File: src/rtl/sysio_axil_arb_pkg.sv
// Shared definitions for the sysio AXI4-Lite two-master arbiter:
// bus widths and the arbiter state encoding.
package sysio_axil_arb_pkg;

  localparam int MEM_ADDR_BUS = 32;
  localparam int MEM_BUS      = 32;

  typedef enum logic [1:0] {
    IDLE  = 2'd0,
    WGNT  = 2'd1,
    RGNT  = 2'd2,
    RRESP = 2'd3
  } arb_state_t;

endpackage

File: src/rtl/axil_rr_pick2.sv
// Two-input round-robin picker. A lone requester always wins. On a tie,
// rr decides, unless lock forces master 1.
module axil_rr_pick2
  import sysio_axil_arb_pkg::*;
(
  input  logic [1:0] req,
  input  logic       rr,
  input  logic       lock,
  output logic       g
);

  logic both;

  assign both = req[0] & req[1];
  assign g    = (lock & req[1]) | (both ? rr : req[1]);

endmodule

File: src/rtl/sysio_axil_arb.sv
// Two-master to one-slave AXI4-Lite arbiter (AW/W/AR/R only) in front of sysio.
// Define SYSIO_ARB_LOCK_EN to add m1_lock_i, which lets m1 hold the bus.
module sysio_axil_arb
  import sysio_axil_arb_pkg::*;
#(
  parameter int ADDR_W = MEM_ADDR_BUS,
  parameter int DATA_W = MEM_BUS
) (
  input  logic                clk,
  input  logic                rst_n,
`ifdef SYSIO_ARB_LOCK_EN
  input  logic                m1_lock_i,
`endif
  input  logic [ADDR_W-1:0]   m0_axi_awaddr,
  input  logic                m0_axi_awvalid,
  output logic                m0_axi_awready,
  input  logic [DATA_W-1:0]   m0_axi_wdata,
  input  logic [DATA_W/8-1:0] m0_axi_wstrb,
  input  logic                m0_axi_wvalid,
  output logic                m0_axi_wready,
  input  logic [ADDR_W-1:0]   m0_axi_araddr,
  input  logic                m0_axi_arvalid,
  output logic                m0_axi_arready,
  output logic [DATA_W-1:0]   m0_axi_rdata,
  output logic                m0_axi_rvalid,
  input  logic                m0_axi_rready,
  input  logic [ADDR_W-1:0]   m1_axi_awaddr,
  input  logic                m1_axi_awvalid,
  output logic                m1_axi_awready,
  input  logic [DATA_W-1:0]   m1_axi_wdata,
  input  logic [DATA_W/8-1:0] m1_axi_wstrb,
  input  logic                m1_axi_wvalid,
  output logic                m1_axi_wready,
  input  logic [ADDR_W-1:0]   m1_axi_araddr,
  input  logic                m1_axi_arvalid,
  output logic                m1_axi_arready,
  output logic [DATA_W-1:0]   m1_axi_rdata,
  output logic                m1_axi_rvalid,
  input  logic                m1_axi_rready,
  output logic [ADDR_W-1:0]   s_axi_awaddr,
  output logic                s_axi_awvalid,
  input  logic                s_axi_awready,
  output logic [DATA_W-1:0]   s_axi_wdata,
  output logic [DATA_W/8-1:0] s_axi_wstrb,
  output logic                s_axi_wvalid,
  input  logic                s_axi_wready,
  output logic [ADDR_W-1:0]   s_axi_araddr,
  output logic                s_axi_arvalid,
  input  logic                s_axi_arready,
  input  logic [DATA_W-1:0]   s_axi_rdata,
  input  logic                s_axi_rvalid,
  output logic                s_axi_rready
);

  // Per-master views so the granted master can be indexed by g_reg.
  logic [ADDR_W-1:0]   awaddr [2];
  logic [DATA_W-1:0]   wdata  [2];
  logic [DATA_W/8-1:0] wstrb  [2];
  logic [ADDR_W-1:0]   araddr [2];
  logic [DATA_W-1:0]   rdata  [2];
  logic [1:0] awvalid, wvalid, arvalid, rready;
  logic [1:0] awready, wready, arready, rvalid;
  logic [1:0] wreq, req;

  arb_state_t state;
  logic       g_reg, rr_reg, lock_reg;
  logic       pick_g, lock, lock_hit;
  logic       in_w, in_r, in_rr;

  assign awaddr[0] = m0_axi_awaddr;
  assign awaddr[1] = m1_axi_awaddr;
  assign wdata[0]  = m0_axi_wdata;
  assign wdata[1]  = m1_axi_wdata;
  assign wstrb[0]  = m0_axi_wstrb;
  assign wstrb[1]  = m1_axi_wstrb;
  assign araddr[0] = m0_axi_araddr;
  assign araddr[1] = m1_axi_araddr;
  assign awvalid   = {m1_axi_awvalid, m0_axi_awvalid};
  assign wvalid    = {m1_axi_wvalid,  m0_axi_wvalid};
  assign arvalid   = {m1_axi_arvalid, m0_axi_arvalid};
  assign rready    = {m1_axi_rready,  m0_axi_rready};

  assign m0_axi_awready = awready[0];
  assign m1_axi_awready = awready[1];
  assign m0_axi_wready  = wready[0];
  assign m1_axi_wready  = wready[1];
  assign m0_axi_arready = arready[0];
  assign m1_axi_arready = arready[1];
  assign m0_axi_rvalid  = rvalid[0];
  assign m1_axi_rvalid  = rvalid[1];
  assign m0_axi_rdata   = rdata[0];
  assign m1_axi_rdata   = rdata[1];

  assign wreq = awvalid & wvalid;
  assign req  = wreq | arvalid;

`ifdef SYSIO_ARB_LOCK_EN
  assign lock = m1_lock_i;
`else
  assign lock = 1'b0;
`endif
  assign lock_hit = lock & req[1];

  axil_rr_pick2 u_pick (
    .req  (req),
    .rr   (rr_reg),
    .lock (lock),
    .g    (pick_g)
  );

  assign in_w  = (state == WGNT);
  assign in_r  = (state == RGNT);
  assign in_rr = (state == RRESP);

  assign s_axi_awaddr  = in_w ? awaddr[g_reg] : '0;
  assign s_axi_wdata   = in_w ? wdata[g_reg]  : '0;
  assign s_axi_wstrb   = in_w ? wstrb[g_reg]  : '0;
  assign s_axi_awvalid = in_w & awvalid[g_reg];
  assign s_axi_wvalid  = in_w & wvalid[g_reg];
  assign s_axi_araddr  = in_r ? araddr[g_reg] : '0;
  assign s_axi_arvalid = in_r & arvalid[g_reg];
  assign s_axi_rready  = in_rr & rready[g_reg];

  for (genvar gi = 0; gi < 2; gi++) begin : g_master
    logic sel;
    assign sel         = (g_reg == 1'(gi));
    assign awready[gi] = in_w & sel & s_axi_awready;
    assign wready[gi]  = in_w & sel & s_axi_wready;
    assign arready[gi] = in_r & sel & s_axi_arready;
    assign rvalid[gi]  = in_rr & sel & s_axi_rvalid;
    assign rdata[gi]   = (in_rr & sel) ? s_axi_rdata : '0;
  end

  // A locked grant leaves rr alone so m0 keeps its turn once the lock drops.
  always_ff @(posedge clk or negedge rst_n) begin
    if (!rst_n) begin
      state    <= IDLE;
      g_reg    <= 1'b0;
      rr_reg   <= 1'b0;
      lock_reg <= 1'b0;
    end else begin
      case (state)
        IDLE: begin
          if (|req) begin
            g_reg    <= pick_g;
            lock_reg <= lock_hit;
            state    <= wreq[pick_g] ? WGNT : RGNT;
          end
        end
        WGNT: begin
          if (!wreq[g_reg]) begin
            state <= IDLE;
          end else if (s_axi_awready && s_axi_wready) begin
            state <= IDLE;
            if (!lock_reg) rr_reg <= ~g_reg;
          end
        end
        RGNT: begin
          if (!arvalid[g_reg]) begin
            state <= IDLE;
          end else if (s_axi_arready) begin
            state <= RRESP;
          end
        end
        RRESP: begin
          if (s_axi_rvalid && rready[g_reg]) begin
            state <= IDLE;
            if (!lock_reg) rr_reg <= ~g_reg;
          end
        end
        default: state <= IDLE;
      endcase
    end
  end

endmodule

File: config.mk
export PLATFORM = sky130hd
export DESIGN_NAME = sysio_axil_arb
export DESIGN_NICKNAME = d
export VERILOG_FILES = /design/src/rtl/sysio_axil_arb_pkg.sv /design/src/rtl/axil_rr_pick2.sv /design/src/rtl/sysio_axil_arb.sv
export SDC_FILE = /design/constraint.sdc
export NUM_CORES = 1
export LEC_CHECK = 0
export ABC_AREA = 1
export CAP_MARGIN = 20
export CORE_AREA = 3 3 162 164
export CTS_CLUSTER_SIZE = 20
export DETAILED_ROUTE_END_ITERATION = 8
export DIE_AREA = 0 0 165 167
export PLACE_DENSITY = 0.5
export SETUP_SLACK_MARGIN = 0.4
export SYNTH_ARGS = -nofsm -noshare
export SYNTH_HDL_FRONTEND = slang
export SYNTH_SLANG_ARGS = --single-unit
File: constraint.sdc
create_clock -name clk -period 2.6 [get_ports clk]
set_clock_uncertainty 0.1 [all_clocks]
set_input_delay 0.39 -clock clk [delete_from_list [all_inputs] [get_ports clk]]
set_output_delay 0.39 -clock clk [all_outputs]
set_load 0.005 [all_outputs]
Word level (Yosys, flattened, before mapping)
Index checks and enable logic that the tools add are counted.

word-level totals
  output and inout port bits = 176
  bits of input ports = 246
  bits in registers = 4
  word-level logic and storage cells = 89

operators by class
  reduce and logical (&&, ||, !) cells = 8
  bitwise gates (word level) = 23
  multiplexer cells = 43
  magnitude comparators = 3
  equality and inequality tests = 9

operators by type and width
  cell                count
  $mux 32             14
  $and 1x1->1         19
  $mux 1              16
  $mux 4              4
  $mux 2              7
  $pmux 2 s4          1
  $reduce_and 4->1    2
  $ne 2x1->1 const B  3
  $eq 2x2->1 const B  2
  $lt 1x2->1 const B  2
  $ne 3x2->1 const B  1
  $ne 3x3->1 const B  1
  $and 2x2->2         1
  $eq 2x1->1 const B  1
  $ge 2x2->1 const B  1
  $logic_and 1x1->1   2
  $logic_not 2->1     1
  $ne 2x2->1 const B  1
  $not 1->2           1
  $or 2x2->2          1
  $pmux 1 s2          1
  $reduce_and 2->1    1
  $reduce_bool 2->1   1
  $reduce_or 2->1     1
  $not 1->1           1

Logic depth before layout (Yosys ltp)
Gate-level depths: netlist of run 1.

  word-level depth = 9
  mapped depth = 10

Modules after synthesis
A second synthesis of run 1 with hierarchy kept.

second synthesis, totals
  cell total of the unflattened synthesis = 532
  area total of the unflattened synthesis = 2311.0 sq um

modules (own cells, without submodules)
  module          cells an instance  times used  area each (sq um)
  sysio_axil_arb  527                1           2289.7
  axil_rr_pick2   5                  1           21.3

Worst setup path after synthesis of run 1
Ideal clock, no wire load.

  path type = register to output
  start = reg g_reg, in the netlist g_master[1].sel
  end = out s_axi_araddr[0]
  data required time = 2110 ps
  setup slack = 1066 ps
  buffers on the path = 2
  stages on the path, launching flop included = 6
  arrival = 1044 ps
  path through = dfrtp_1 -> inv_2 -> buf_2 -> buf_2 -> nand2_1 -> a21oi_1

on the way
  word-level cells in the longest chain between the ends = 5

RTL lines
  element                                      RTL line               RTL
  start, declared                              sysio_axil_arb.sv:66   logic g_reg, rr_reg, lock_reg;
  start signal, assigned                       sysio_axil_arb.sv:145  g_reg <= pick_g;
  $not 1->2 (not written as such)              sysio_axil_arb.sv:120  assign s_axi_araddr = in_r ? araddr[g_reg] : '0;
  $mux 32 (not written as such) (3 in series)  sysio_axil_arb.sv:120
  $mux 32                                      sysio_axil_arb.sv:120
  end, declared                                sysio_axil_arb.sv:47   output logic [ADDR_W-1:0] s_axi_araddr,

Every way passes these cells. The select of a mux whose other input is x is not followed.

Final worst setup path of run 1
  start = reg g_reg, in the netlist g_master[1].sel
  end = out s_axi_araddr[20]

Same word-level chain as after synthesis.

==> results.toml, run 1 <==
[power_and_ir_drop]
ir_worst_vdd_v = 0.000393
p_per_area_nw_per_um2 = 680
total_leakage_power_nw = 4.74

[floorplanning]
die_w_um = 165
die_height_um = 167
rows = 58
ios = 422
placeableCoreArea_um2 = 25000
dieArea_um2 = 27600
initial_core_util_pct = 9.02

[finish]
drive_gt1_share_pct = 10.5
n_antenna_cell = 0
fin_cells = 1297
fillCellCount = 2758
largest_reg_flops = 2
syn2layout_area_growth_pct = 243
nets = 1214

[sta]
setup_violations = 0
fin_setup_tns_ns = 0
hold_violations = 0
worst_slew_pin_slew_ns = 0.238
clock.fmax_ghz = 0.441
rsz0062_at_grt = "yes"
finalCritPeriodShare_pct = 87.3
finalMaxSlewViolations = 0
relSlewSlack_pct = 84.0
period_needed_ns = 2.27

[run_status]
status = "completed"

[setup_path]
required_ns = 2.11
reg2reg_depth = 12
critPathCaptureType = "output pin"
critPathSlowestCell = "clkdlybuf4s50_1"
r2r_start = "g_master[1].sel$_DFFE_PN0P_"
cp_max_fo = 28
cp_slowest_stage_delay_ns = 0.53
crit_type = "reg -> out"
worstReg2RegEnd = "state[0]$_DFFE_PN0P_"
start_kind = "flop"
r2r_slack_ns = 0.69
cp.arrival_ns = 1.78
cp_cell_sequence = "buf_16 -> nand2_1 -> a21oi_1 -> clkdlybuf4s50_1"

[clocking]
htree_num_levels = 1
cts_root_buf = "clkbuf_16"
clk_latency_ns = 0.22
cts_tree = "built"
cts_inserted_buffers = 3
hold_buffers = 0
cts_buffer_depth = 2
cts_sinks = 4
clkTransAtPathRegs_ns = 0.03

[grt]
grt_max_degree = 56
gr-total-overflow = 0
grt_usage_pct = 12.8
grt_pass1_vias = 4763
antenna_found_initial = 1
grt_pass1_wl_um = 27200

[detailed_routing]
drc = 0
routedWlPerCell_um = 16.3
drt_iter0_markers = 149
wl_um = 21100
first_pass_iters = 4
vias_per_cell = 3.83
ant_nets = 0
route.vias.total = 4968

[synth]
synth_cell_types = 16
yosysSeqAreaShare_pct = 4.43
synth.net_count = 771
netlist_instances = 525
synth.cell_area_um2 = 2260
synthTopCellsByArea = "nand2_1 39%, a21oi_1 23%, nor2_1 13%, inv_1 8.1%, dfrtp_1 4.4%"
synth_top_cell_area_share_pct = 39.1
yosys_warnings = 0
yosysTopAreaCell = "nand2_1"
avgSynthCellArea_um2 = 4.30
ys_ff_latch = 4

[place]
numPlacedInstances = 1247
gp_congestion = 0.729
port_buffers = 421
dp.final_hpwl_um = 14500

[worst_hold_path]
holdCritPathClass = "in -> async"

[flow_run]
max_cap_violations = 0
[critical path: cells and delay by family, from the launching register on]
| family | cells | cell delay [ns] |
|---|---|---|
| compound gates | 1 | 0.19 |
| flops | 1 | 0.51 |
| buf+inv | 2 | 0.73 |
| simple gates | 1 | 0.11 |
[cells in the final DEF (no fill, tap or decap), types with 2 or more instances in the layout]
| master | count |
|---|---|
| a21oi_1 | 97 |
| a21oi_2 | 6 |
| buf_12 | 10 |
| buf_16 | 11 |
| buf_4 | 24 |
| buf_6 | 2 |
| buf_8 | 2 |
| clkbuf_16 | 8 |
| clkbuf_2 | 19 |
| clkdlybuf4s15_1 | 15 |
| clkdlybuf4s50_1 | 250 |
| clkinv_8 | 2 |
| dfrtp_1 | 3 |
| dlygate4sd2_1 | 72 |
| dlymetal6s2s_1 | 64 |
| inv_1 | 46 |
| inv_2 | 3 |
| inv_6 | 2 |
| nand2_1 | 231 |
| nand2_4 | 3 |
| nand3_1 | 8 |
| nor2_1 | 71 |
| nor2_2 | 4 |
| nor3_1 | 2 |
| o21ai_0 | 4 |
[cell type report]
cell class | count | area [µm²] | share of cell area (%)
tap | 330 | 413 | 5.33
timing repair inverter | 1 | 8.76 | 0.113
sequential | 4 | 104 | 1.34
clock buffer | 4 | 78.8 | 1.02
multi-input combinational | 430 | 1840 | 23.8
timing repair buffer | 476 | 5080 | 65.5
inverter | 52 | 225 | 2.91
[power by group]
group | total [W] | leakage, nW | internal (W) | switching [W]
Combinational | 0.00487 | 4.65 | 0.00251 | 0.00235
Sequential | 0.000153 | 0.0474 | 0.000100 | 0.0000523
Clock | 0.000246 | 0.0382 | 0.000203 | 0.0000435
Total | 0.00527 | 4.74 | 0.00282 | 0.00245
[synth_stat cells (all sizes together)]
cell and number:
buf 29, nand3 8, inv 52, nor2 76, o21ai 5, clkbuf 10
a21oi 103, nand2 236, nor3 2, dfrtp 4
[how the worst max path moves through the flow]
stage / startpoint / endpoint / slack [ns] / cells after the start
after floorplan: g_master[1].sel$_DFFE_PN0P_ / s_axi_araddr[0] / 1.07 / 5
after global placement: m1_axi_arvalid / s_axi_arvalid / 0.22 / 6
after detailed placement: m1_axi_arvalid / s_axi_arvalid / 0.23 / 6
after CTS: g_master[1].sel$_DFFE_PN0P_ / s_axi_awaddr[9] / 0.20 / 6
after global routing: state[0]$_DFFE_PN0P_ / s_axi_wvalid / 0.20 / 5
final: g_master[1].sel$_DFFE_PN0P_ / s_axi_araddr[20] / 0.33 / 4
[kinds of logic after synthesis]
group	Yosys count	synth area share (%)
AO/OA/AOI/OAI	108	23.9
buffers and inverters	91	17.4
AND/OR/NAND/NOR	322	54.2
flip-flops	4	4.43
[through the flow]
stage	setup WS, ns	area, µm²	utilization (%)	hold WS [ns]	total power, W
global route	0.199	7750	31.0	0.283	0.00571
floorplan	1.07	2260	-	-0.00559	0.00174
global placement	0.221	6830	27.3	0.431	0.00400
finish	0.331	7750	31.0	0.270	0.00527
detailed placement	0.229	6830	27.3	0.438	0.00395
CTS	0.203	7340	29.3	0.274	0.00495
[layer usage]
layer | global-route usage [%] | vias to the layer above | part of all wire, %
li1 | - | 2503 | -
met1 | 13.4 | 2183 | 37
met2 | 25.5 | 260 | 53
met3 | 3.03 | 20 | 9.0
met4 | 2.04 | 2 | 1.5
met5 | 0 | - | 0.052
[what timing repair did]
action                                  4_1_cts  5_1_grt
pin swaps                                     1        3
buffers inserted                             16       14
resized for setup                           148      136
cloned                                        9        7
endpoints found under the setup margin      176      117
Note: power is estimated with default switching activity, not from simulation.
==> run 2: changes to the inputs <==
PLACE_DENSITY = not set   (was 0.5)
==> run 2 against run 1 <==
- register-to-register slack hardly changed
- clock power is 4% higher
- cell area is 0.92% higher
- via count is 2.3% higher
- combinational power is 0.8% lower
- critical path type unchanged
==> results.toml, run 2 (synthesis results as in run 1) <==
[run_status]
status = "completed"

[place]
port_buffers = 421
dp.final_hpwl_um = 15600
gp_congestion = 0.786
place_area_um2 = 6820
numPlacedInstances = 1247

[detailed_routing]
vias_per_cell = 3.94
routedWlPerCell_um = 16.8
wl_um = 21700
first_pass_iters = 6
drt_iter0_markers = 155
ant_nets = 0
route.vias.total = 5081
drc = 0

[floorplanning]
dieArea_um2 = 27600
rows = 58
die_w_um = 165
ios = 422
initial_core_util_pct = 9.02
placeableCoreArea_um2 = 25000
die_height_um = 167

[sta]
rsz0062_at_grt = "yes"
hold_violations = 0
finalCritPeriodShare_pct = 88.8
relSlewSlack_pct = 80.7
clock.fmax_ghz = 0.433
period_needed_ns = 2.31
fin_setup_tns_ns = 0
finalMaxSlewViolations = 0
worst_slew_pin_slew_ns = 0.288
setup_violations = 0

[setup_path]
reg2reg_depth = 12
worst_setup_path_startpoint = "g_master[1].sel$_DFFE_PN0P_"
critPathSlowestCell = "clkdlybuf4s50_1"
required_ns = 2.11
critPathCaptureType = "output pin"
cp.arrival_ns = 1.82
r2r_start = "g_master[1].sel$_DFFE_PN0P_"
cp_cell_sequence = "buf_6 -> bufbuf_16 -> nand2_1 -> a21oi_1 -> clkdlybuf4s50_1"
r2r_slack_ns = 0.70
cp_slowest_stage_delay_ns = 0.52
cp_max_fo = 16
start_kind = "flop"
crit_type = "reg -> out"
worstReg2RegEnd = "state[0]$_DFFE_PN0P_"

[clocking]
clk_latency_ns = 0.23
clkTransAtPathRegs_ns = 0.03
cts_inserted_buffers = 3
htree_num_levels = 1
cts_root_buf = "clkbuf_16"
cts_tree = "built"
hold_buffers = 0
cts_sinks = 4
cts_buffer_depth = 2

[power_and_ir_drop]
total_leakage_power_nw = 5.20
internal-power_w = 0.00282
finalPower_w = 0.00523
p_clk_share_pct = 4.9
pwr-share-seq_pct = 2.7
switching_share_pct = 46.0
ir_worst_vdd_v = 0.000292
p_switching_w = 0.00240
combPwrFrac_pct = 92.4
p_per_area_nw_per_um2 = 668

[finish]
nets = 1207
fin_area_um2 = 7820
largest_reg_flops = 2
syn2layout_area_growth_pct = 247
layout_common_cells = "245 x clkdlybuf4s50_1, 232 x nand2_1, 94 x dlymetal6s2s_1, 93 x a21oi_1, 71 x nor2_1"
final_common_cell = "clkdlybuf4s50_1"
drive_gt1_share_pct = 9.38
fin_cells = 1291

[grt]
gr-total-overflow = 0
antenna_found_initial = 1
grt_pass1_wl_um = 28500
grt_max_degree = 39
grt_usage_pct = 13.7
grt_pass1_vias = 4985

[flow_run]
max_cap_violations = 0

[worst_hold_path]
holdCritPathClass = "in -> async"
[run 2: per-layer routing]
metal,GRT usage [%],up-vias,part of all wire [%]
met3,3.88,19,9.5
met5,0,-,0
met1,14.6,2282,37
li1,-,2488,-
met4,2.66,0,1.7
met2,26.4,292,52
[run 2: metrics by stage]
| stage | setup WS [ns] | utilization, % | hold WS, ns |
|---|---|---|---|
| floorplan | 1.07 | - | -0.00559 |
| global placement | 0.221 | 27.2 | 0.451 |
| CTS | 0.191 | 29.2 | 0.289 |
| detailed placement | 0.231 | 27.2 | 0.449 |
| global route | 0.222 | 31.2 | 0.306 |
| finish | 0.291 | 31.2 | 0.273 |
[run 2: worst max-delay path: cells and delay by family (launching register included)]
family / cells / cell delay [ns]
simple gates: 1 / 0.06
flops: 1 / 0.46
buf+inv: 3 / 0.94
compound gates: 1 / 0.13
[run 2: how the worst max path moves through the flow]
| stage | endpoint | slack (ns) | cells past startpoint |
|---|---|---|---|
| 3_5_place_dp | s_axi_araddr[4] | 0.23 | 6 |
| 6_report | s_axi_awaddr[18] | 0.29 | 5 |
| 5_1_grt | s_axi_awaddr[18] | 0.22 | 5 |
| 3_3_place_gp | s_axi_araddr[4] | 0.22 | 6 |
| 4_1_cts | s_axi_wdata[29] | 0.19 | 6 |
| 2_1_floorplan | s_axi_araddr[0] | 1.07 | 5 |
[run 2: power by group through the flow]
| stage | Sequential (W) | Combinational [W] | Clock [W] |
|---|---|---|---|
| after CTS | 0.000142 | 0.00455 | 0.000257 |
| after detailed placement | 0.000133 | 0.00379 | 0 |
| final | 0.000141 | 0.00483 | 0.000255 |
| after global routing | 0.000145 | 0.00525 | 0.000264 |
| after floorplan | 0.000116 | 0.00163 | 0 |
| after global placement | 0.000132 | 0.00380 | 0 |
[run 2: cell type report]
cell class              count  area, µm²
diodes                      1       2.50
clock buffers               4       78.8
fillers                  2751      17200
inverters                  52        215
multi-input cells         430       1870
flip-flops and latches      4        104
well taps                 330        413
repair buffers            470       5140
[run 2: repair_timing]
item                       CTS  global route
setup endpoints to repair  176           112
gates resized for setup    122           142
setup buffers                9            16
pin swaps                    3             4
gates cloned                 9             5
==> run 3: changes to the inputs <==
CTS_CLUSTER_DIAMETER = 120   (was not set)
==> results of run 3 <==
Same layout as run 2: the final DEF is identical, and so are final timing and power.
